==> src/rtl/multicycle_ctrl_unit_pkg.sv <==
// Shared types and opcode constants for the multicycle RV32I control unit.
// FSM states, datapath mux selects, ALU operations and immediate formats live here.
package multicycle_ctrl_unit_pkg;

  typedef enum logic [3:0] {
    FETCH, DECODE, MEMADR, MEMREAD, MEMWB, MEMWRITE, EXECR,
    EXECI, ALUWB, BRANCH, JAL, JALR, UPPER, HALT
  } state_t;

  typedef enum logic [1:0] {RES_ALUOUT = 2'd0, RES_DATA = 2'd1, RES_ALURESULT = 2'd2} result_src_t;
  typedef enum logic [1:0] {SRCA_PC = 2'd0, SRCA_OLDPC = 2'd1, SRCA_REG = 2'd2, SRCA_ZERO = 2'd3} alu_src_a_t;
  typedef enum logic [1:0] {SRCB_REG = 2'd0, SRCB_IMM = 2'd1, SRCB_FOUR = 2'd2} alu_src_b_t;
  typedef enum logic {ADR_PC = 1'b0, ADR_RESULT = 1'b1} adr_src_t;

  typedef enum logic [3:0] {
    ALU_ADD = 4'd0, ALU_SUB = 4'd1, ALU_SLL = 4'd2, ALU_SLT = 4'd3, ALU_SLTU = 4'd4,
    ALU_XOR = 4'd5, ALU_SRL = 4'd6, ALU_SRA = 4'd7, ALU_OR = 4'd8, ALU_AND = 4'd9
  } alu_op_t;

  // How the ALU decoder should interpret funct3/funct7_5 in the current state
  typedef enum logic [1:0] {AM_ADD = 2'd0, AM_SUB = 2'd1, AM_R = 2'd2, AM_I = 2'd3} alu_mode_t;

  typedef enum logic [2:0] {IMM_I = 3'd0, IMM_S = 3'd1, IMM_B = 3'd2, IMM_J = 3'd3, IMM_U = 3'd4} imm_src_t;

  localparam logic [6:0] OP_LOAD   = 7'b0000011;
  localparam logic [6:0] OP_STORE  = 7'b0100011;
  localparam logic [6:0] OP_RTYPE  = 7'b0110011;
  localparam logic [6:0] OP_IALU   = 7'b0010011;
  localparam logic [6:0] OP_BRANCH = 7'b1100011;
  localparam logic [6:0] OP_JAL    = 7'b1101111;
  localparam logic [6:0] OP_JALR   = 7'b1100111;
  localparam logic [6:0] OP_LUI    = 7'b0110111;
  localparam logic [6:0] OP_AUIPC  = 7'b0010111;

  localparam logic [2:0] F3_BEQ  = 3'b000;
  localparam logic [2:0] F3_BNE  = 3'b001;
  localparam logic [2:0] F3_BLT  = 3'b100;
  localparam logic [2:0] F3_BGE  = 3'b101;
  localparam logic [2:0] F3_BLTU = 3'b110;
  localparam logic [2:0] F3_BGEU = 3'b111;

endpackage

==> src/rtl/multicycle_ctrl_unit_if.sv <==
// Memory request/ready handshake between the control unit and the memory system.
interface multicycle_ctrl_unit_if;
  logic mem_req;
  logic mem_ready;

  modport master (output mem_req, input mem_ready);
  modport slave  (input mem_req, output mem_ready);
endinterface

==> src/rtl/ctrl_alu_decoder.sv <==
// Combinational ALU-operation and immediate-format decoder.
module ctrl_alu_decoder
  import multicycle_ctrl_unit_pkg::*;
(
  input  logic [6:0] opcode,
  input  logic [2:0] funct3,
  input  logic       funct7_5,
  input  alu_mode_t  alu_mode,
  output alu_op_t    alu_control,
  output imm_src_t   imm_src
);

  always_comb begin
    alu_control = ALU_ADD;
    case (alu_mode)
      AM_SUB: alu_control = ALU_SUB;
      AM_R, AM_I: begin
        case (funct3)
          // Only R-type uses bit 30 to pick sub; addi's bit 30 is immediate data
          3'b000:  alu_control = (alu_mode == AM_R && funct7_5) ? ALU_SUB : ALU_ADD;
          3'b001:  alu_control = ALU_SLL;
          3'b010:  alu_control = ALU_SLT;
          3'b011:  alu_control = ALU_SLTU;
          3'b100:  alu_control = ALU_XOR;
          3'b101:  alu_control = funct7_5 ? ALU_SRA : ALU_SRL;
          3'b110:  alu_control = ALU_OR;
          default: alu_control = ALU_AND;
        endcase
      end
      default: alu_control = ALU_ADD;
    endcase
  end

  always_comb begin
    imm_src = IMM_I;
    case (opcode)
      OP_STORE:         imm_src = IMM_S;
      OP_BRANCH:        imm_src = IMM_B;
      OP_JAL:           imm_src = IMM_J;
      OP_LUI, OP_AUIPC: imm_src = IMM_U;
      default:          imm_src = IMM_I;
    endcase
  end

endmodule

==> src/rtl/multicycle_ctrl_unit.sv <==
// Multicycle RV32I control unit: main FSM, branch resolution and retired-instruction counter.
// All enables and mem_req are forced low while rstn is asserted.
module multicycle_ctrl_unit
  import multicycle_ctrl_unit_pkg::*;
#(
  parameter int BRANCH_EXT = 1,
  parameter int UPPER_EN   = 1,
  parameter int CNT_W      = 32
) (
  input  logic                  clk,
  input  logic                  rstn,
  multicycle_ctrl_unit_if.master mem,
  input  logic [6:0]            opcode,
  input  logic [2:0]            funct3,
  input  logic                  funct7_5,
  input  logic                  zero,
  input  logic                  neg,
  input  logic                  carry,
  input  logic                  ovf,
  output logic                  PCWrite,
  output logic                  RegWrite,
  output logic                  MemWrite,
  output logic                  IRWrite,
  output result_src_t           ResultSrc,
  output alu_src_a_t            ALUSrcA,
  output alu_src_b_t            ALUSrcB,
  output adr_src_t              AdrSrc,
  output alu_op_t               ALUControl,
  output imm_src_t              immSrc,
  output logic                  illegal_instr,
  output logic [CNT_W-1:0]      instret
);

  state_t    state, next_state;
  alu_mode_t alu_mode;
  logic      mem_req_c, pc_write_c, reg_write_c, mem_write_c, ir_write_c;
  logic      branch_legal;

  function automatic logic branch_taken(input logic [2:0] f3, input logic z, input logic n,
                                        input logic c, input logic v);
    case (f3)
      F3_BEQ:  return z;
      F3_BNE:  return !z;
      F3_BLT:  return n ^ v;
      F3_BGE:  return !(n ^ v);
      F3_BLTU: return !c;
      F3_BGEU: return c;
      default: return 1'b0;
    endcase
  endfunction

  assign branch_legal = (BRANCH_EXT != 0) ? (funct3 != 3'b010 && funct3 != 3'b011)
                                          : (funct3 == F3_BEQ);

  always_ff @(posedge clk or negedge rstn) begin
    if (!rstn) state <= FETCH;
    else       state <= next_state;
  end

  always_comb begin
    next_state  = state;
    mem_req_c   = 1'b0;
    pc_write_c  = 1'b0;
    reg_write_c = 1'b0;
    mem_write_c = 1'b0;
    ir_write_c  = 1'b0;
    alu_mode    = AM_ADD;
    ALUSrcA     = SRCA_PC;
    ALUSrcB     = SRCB_REG;
    ResultSrc   = RES_ALUOUT;
    AdrSrc      = ADR_PC;
    case (state)
      FETCH: begin
        mem_req_c  = 1'b1;
        ALUSrcB    = SRCB_FOUR;
        ResultSrc  = RES_ALURESULT;
        ir_write_c = mem.mem_ready;
        pc_write_c = mem.mem_ready;
        if (mem.mem_ready) next_state = DECODE;
      end
      DECODE: begin
        // JALR's target is rs1+imm, so precompute that instead of the PC-relative target
        ALUSrcA = (opcode == OP_JALR) ? SRCA_REG : SRCA_OLDPC;
        ALUSrcB = SRCB_IMM;
        case (opcode)
          OP_LOAD, OP_STORE: next_state = MEMADR;
          OP_RTYPE:          next_state = EXECR;
          OP_IALU:           next_state = EXECI;
          OP_BRANCH:         next_state = branch_legal ? BRANCH : HALT;
          OP_JAL:            next_state = JAL;
          OP_JALR:           next_state = JALR;
          OP_LUI, OP_AUIPC:  next_state = (UPPER_EN != 0) ? UPPER : HALT;
          default:           next_state = HALT;
        endcase
      end
      MEMADR: begin
        ALUSrcA    = SRCA_REG;
        ALUSrcB    = SRCB_IMM;
        next_state = (opcode == OP_STORE) ? MEMWRITE : MEMREAD;
      end
      MEMREAD: begin
        mem_req_c = 1'b1;
        AdrSrc    = ADR_RESULT;
        if (mem.mem_ready) next_state = MEMWB;
      end
      MEMWRITE: begin
        mem_req_c   = 1'b1;
        AdrSrc      = ADR_RESULT;
        mem_write_c = mem.mem_ready;
        if (mem.mem_ready) next_state = FETCH;
      end
      MEMWB: begin
        reg_write_c = 1'b1;
        ResultSrc   = RES_DATA;
        next_state  = FETCH;
      end
      EXECR: begin
        ALUSrcA    = SRCA_REG;
        alu_mode   = AM_R;
        next_state = ALUWB;
      end
      EXECI: begin
        ALUSrcA    = SRCA_REG;
        ALUSrcB    = SRCB_IMM;
        alu_mode   = AM_I;
        next_state = ALUWB;
      end
      ALUWB: begin
        reg_write_c = 1'b1;
        next_state  = FETCH;
      end
      BRANCH: begin
        ALUSrcA    = SRCA_REG;
        alu_mode   = AM_SUB;
        pc_write_c = branch_taken(funct3, zero, neg, carry, ovf);
        next_state = FETCH;
      end
      JAL, JALR: begin
        // PC takes the target held in ALUOut while the ALU forms the link address
        ALUSrcA    = SRCA_OLDPC;
        ALUSrcB    = SRCB_FOUR;
        pc_write_c = 1'b1;
        next_state = ALUWB;
      end
      UPPER: begin
        ALUSrcA    = (opcode == OP_LUI) ? SRCA_ZERO : SRCA_OLDPC;
        ALUSrcB    = SRCB_IMM;
        next_state = ALUWB;
      end
      HALT:    next_state = HALT;
      default: next_state = HALT;
    endcase
  end

  assign mem.mem_req   = mem_req_c & rstn;
  assign PCWrite       = pc_write_c & rstn;
  assign RegWrite      = reg_write_c & rstn;
  assign MemWrite      = mem_write_c & rstn;
  assign IRWrite       = ir_write_c & rstn;
  assign illegal_instr = (state == HALT);

  always_ff @(posedge clk or negedge rstn) begin
    if (!rstn)
      instret <= '0;
    else if (next_state == FETCH && state != FETCH)
      instret <= instret + CNT_W'(1);
  end

  ctrl_alu_decoder u_alu_dec (
    .opcode      (opcode),
    .funct3      (funct3),
    .funct7_5    (funct7_5),
    .alu_mode    (alu_mode),
    .alu_control (ALUControl),
    .imm_src     (immSrc)
  );

endmodule
==> src/flat_wrapper.sv <==
// flat-port wrapper written by rule: the top's interface ports become plain ports
module multicycle_ctrl_unit_flat import multicycle_ctrl_unit_pkg::*;
#(
  parameter int BRANCH_EXT = 1,
  parameter int UPPER_EN   = 1,
  parameter int CNT_W      = 32
)
  (clk, rstn, opcode, funct3, funct7_5, zero, neg, carry, ovf, PCWrite, RegWrite, MemWrite, IRWrite, ResultSrc, ALUSrcA, ALUSrcB, AdrSrc, ALUControl, immSrc, illegal_instr, instret, mem_mem_req, mem_mem_ready);
  multicycle_ctrl_unit_if mem_i ();
  input  logic clk;
  input  logic rstn;
  input  logic [6:0] opcode;
  input  logic [2:0] funct3;
  input  logic funct7_5;
  input  logic zero;
  input  logic neg;
  input  logic carry;
  input  logic ovf;
  output logic PCWrite;
  output logic RegWrite;
  output logic MemWrite;
  output logic IRWrite;
  output result_src_t ResultSrc;
  output alu_src_a_t ALUSrcA;
  output alu_src_b_t ALUSrcB;
  output adr_src_t AdrSrc;
  output alu_op_t ALUControl;
  output imm_src_t immSrc;
  output logic illegal_instr;
  output logic [CNT_W-1:0] instret;
  output wire logic [$bits(mem_i.mem_req)-1:0] mem_mem_req;
  input wire logic [$bits(mem_i.mem_ready)-1:0] mem_mem_ready;
  assign mem_mem_req = mem_i.mem_req;
  assign mem_i.mem_ready = mem_mem_ready;
  multicycle_ctrl_unit #(.BRANCH_EXT(BRANCH_EXT), .UPPER_EN(UPPER_EN), .CNT_W(CNT_W)) u_core (.clk(clk), .rstn(rstn), .mem(mem_i), .opcode(opcode), .funct3(funct3), .funct7_5(funct7_5), .zero(zero), .neg(neg), .carry(carry), .ovf(ovf), .PCWrite(PCWrite), .RegWrite(RegWrite), .MemWrite(MemWrite), .IRWrite(IRWrite), .ResultSrc(ResultSrc), .ALUSrcA(ALUSrcA), .ALUSrcB(ALUSrcB), .AdrSrc(AdrSrc), .ALUControl(ALUControl), .immSrc(immSrc), .illegal_instr(illegal_instr), .instret(instret));
endmodule
==> config.mk <==
export PLATFORM = sky130hd
export DESIGN_NAME = multicycle_ctrl_unit_flat
export DESIGN_NICKNAME = d
export VERILOG_FILES = /design/src/rtl/multicycle_ctrl_unit_pkg.sv /design/src/rtl/multicycle_ctrl_unit_if.sv /design/src/rtl/ctrl_alu_decoder.sv /design/src/rtl/multicycle_ctrl_unit.sv /design/src/flat_wrapper.sv
export SDC_FILE = /design/constraint.sdc
export NUM_CORES = 1
export LEC_CHECK = 0
export CAP_MARGIN = 5
export CORE_ASPECT_RATIO = 1.1
export CORE_MARGIN = 5
export CORE_UTILIZATION = 47
export DETAILED_ROUTE_END_ITERATION = 7
export PLACE_DENSITY = 0.88
export SLEW_MARGIN = 20
export SYNTH_ARGS = -nofsm -noshare
export SYNTH_HDL_FRONTEND = slang
export SYNTH_SLANG_ARGS = --single-unit
==> constraint.sdc <==
create_clock -name clk -period 3.1 [get_ports clk]
set_input_delay 0.31 -clock clk [delete_from_list [all_inputs] [get_ports clk]]
set_output_delay 0.31 -clock clk [all_outputs]
set_load 0.05 [all_outputs]
==> flow_summary.ini <==
[run_status]
status = complete, no violations

[worst_setup_path]
cp-end-kind = output pin
worstPathRequired_ns = 2.79
arrival_ns = 2.55
crit_type = flop to output pin
critPathMaxFanout = 22
critPathLaunchType = flop

[floorplanning]
io_pins = 70
start_util_pct = 49.0
fp.coreArea_sq_mm = 0.00472
fp.dieW_um = 76.9
die_h_um = 83.6
die_area_sq_mm = 0.00642
row_count = 26

[yosys]
synthTopCellsByArea = dfrtp_1 39%, xor2_1 9.1%, nor2_1 4.5%
synth_top_family_by_area = simple AND/OR/NAND/NOR gates
yosys-top-cells-count = 36 x dfrtp_1, 28 x nor2_1, 27 x nand2_1
synth_compound_area_share_pct = 8.44
yosys_warnings = 0
synth_mux_area_share_pct = 1.84
synth_area_sq_mm = 0.00231
synth-xor-area-share_pct = 13.3
synth_top_area_cell = dfrtp_1
synth_cell_types = 44
synth.avg_cell_area_sq_um = 8.63
yosys.area_share.simple_pct = 32.2
syn_nets = 287
synth_enable_flop_cells = 0
synth-adder-area-share_pct = 0.541
syn_inst = 268
synthArstFlopShare_pct = 100
synth_flop_cell = dfrtp_1
seq_area_frac_synth_pct = 39.0
synth.most_common_cell = dfrtp_1
synth_top_area_share_pct = 39.0
synth-seq-cells = 36

[placed_design]
place_ws_ns = 0.0670
hpwlAfterDp_mm = 4.57
place.gp.congestion = 0.890
io_buffers = 69

[timing]
fin_skew_ns = 0.00547
finalHoldViolations = 0
maxSlewViolCount = 0
fmax_ghz = 0.350
finalSetupViolations = 0
period_needed_ns = 2.86
fin_crit_sh_pct = 92.1
final.setup.worst_slack_ns = 0.245
max_slew_margin_pct = 56.2
tns_ns = 0
rsz0062_at_grt = no
worst_pin_slew_ns = 0.652

[layout]
diodes = 0
drive_gt1_share_pct = 9.73
area_growth_pct = 37.5
fill_cells = 374
fin_nets = 357

[power_and_ir_drop]
p_clk_share_pct = 43.3
peakVddDrop_uv = 336
p_leak_nw = 1.38
p_int_w = 0.000740
switching_power_w = 0.000204
p_sw_share_pct = 21.7
seqPwrFrac_pct = 49.7
powerDensity_mw_per_mm2 = 297
combPwrFrac_pct = 7.0

[grt]
use_met1_pct = 25.2
top_usage_layer = met2
grt_start_max_net_pins = 37
grt-ovfl-total = 0
grt_util_met2_pct = 30.9
grt_util_met3_pct = 4.75
grt_pass1_wl_mm = 10.5
first_global_vias = 2227
antenna_found_initial = 0
grt_usage_pct = 19.3

[run]
cap_violations = 0

[cts]
clkTransAtPathRegs_ns = 0.07
cts_tree = built
post-cts-setup-buffers = 0
h-tree-depth = 2
clock_latency_ns = 0.29
cts_root_buffer = clkbuf_8
cts_buffers = 5
clock_path_buffers = 2
cts_hold_buffers = 0
cts_num_sinks = 36
ctsResizeCount = 0

[detailed_routing]
drtPass1Iterations = 5
wl_mm = 6.05
drt_iter0_drc = 182
routed_via_density = 5.64
wire_per_inst_um = 15.3
vias = 2227
ant_nets = 0
drc = 0

[worst_hold_path]
min_path_type = primary input to async pin
-- placed cells by master, fill, tap and decap left out, drive strengths merged, types with 2 or more instances in the layout --
| cell | count |
|---|---|
| clkdlybuf4s50 | 65 |
| dfrtp | 36 |
| nor2 | 28 |
| nand2 | 27 |
| xor2 | 24 |
| nor3 | 20 |
| nand3 | 15 |
| inv | 12 |
| buf | 12 |
| xnor2 | 11 |
| nand4 | 10 |
| a21oi | 9 |
| nand2b | 6 |
| nor4 | 6 |
| and3 | 5 |
| o21ai | 5 |
| clkbuf | 5 |
| nor2b | 4 |
| nor3b | 3 |
| o221ai | 2 |
| or3 | 2 |
| o2111ai | 2 |
| or3b | 2 |
| mux2i | 2 |
| or2 | 2 |
| mux2 | 2 |
| a22oi | 2 |
| nand3b | 2 |
| a211oi | 2 |
| or4 | 2 |
-- worst max-delay path, stage by stage, from the launching register on --
cell and delay [ns]:
dfrtp_1 0.61, nor2_1 0.35, nand2_1 0.21, inv_1 0.23
clkdlybuf4s50_1 0.85
-- worst paths after layout --
kind                            cells past startpoint  slack (ns)          startpoint                  to
min in group clk                                    1        0.48  u_core.instret[31]  u_core.instret[31]
worst max register to register                      7        0.40     u_core.state[3]  u_core.instret[23]
worst max-delay path                                4        0.24     u_core.state[3]        ResultSrc[1]
worst min register to register                      1        0.48  u_core.instret[31]  u_core.instret[31]
worst min-delay path                                2        0.11                rstn  u_core.instret[15]
max in group asynchronous                           2        2.67                rstn   u_core.instret[1]
-- cells by family (layout without fill, tap and decap cells) --
kind of cell,count (synthesis),count (layout)
AO/OA/AOI/OAI,29,29
flip-flops,36,36
buffers and inverters,26,97
adder cells (fa/ha/maj),1,1
XOR/XNOR,35,35
AND/OR/NAND/NOR,137,137
multiplexers,4,4
-- through the flow --
step                      area, sq um  power [W]  hold slack [ns]  util (%)  instances
after floorplan                  2310   0.000501           0.0144         -        268
after global placement           3070   0.000543            0.439      65.0        387
after detailed placement         3070   0.000544            0.443      65.0        387
after CTS                        3180   0.000952            0.127      67.4        395
after global routing             3180   0.000976            0.151      67.4        395
final                            3180   0.000944            0.111      67.4        395
-- routing by layer --
layer  vias to the layer above  share of wire (%)
li1                       1079                  -
met1                      1042                 43
met2                        89                 47
met3                        17                7.1
met4                         0                2.2
met5                         -                  0
-- registers in the layout, indices dropped and copies added (netlist names) --
register	cells
u_core.state	4
u_core.instret	32
-- cell type report --
type                    instances  area [sq um]  area share, %
clock inverters                 3          42.5           1.34
well taps                      56          70.1           2.20
multi-input cells             206          1300           40.9
flip-flops and latches         36           901           28.3
clock buffers                   5          68.8           2.16
inverters                      12          45.0           1.42
repair buffers                 77           751           23.6
-- power groups by stage --
stage	clock (W)	combinational, W	sequential, W
after floorplan	0	0.0000220	0.000479
after global placement	0	0.0000646	0.000478
after detailed placement	0	0.0000660	0.000478
after CTS	0.000416	0.0000664	0.000469
after global routing	0.000434	0.0000731	0.000469
final	0.000409	0.0000659	0.000469
No activity file was read; power rests on OpenSTA's default activity.
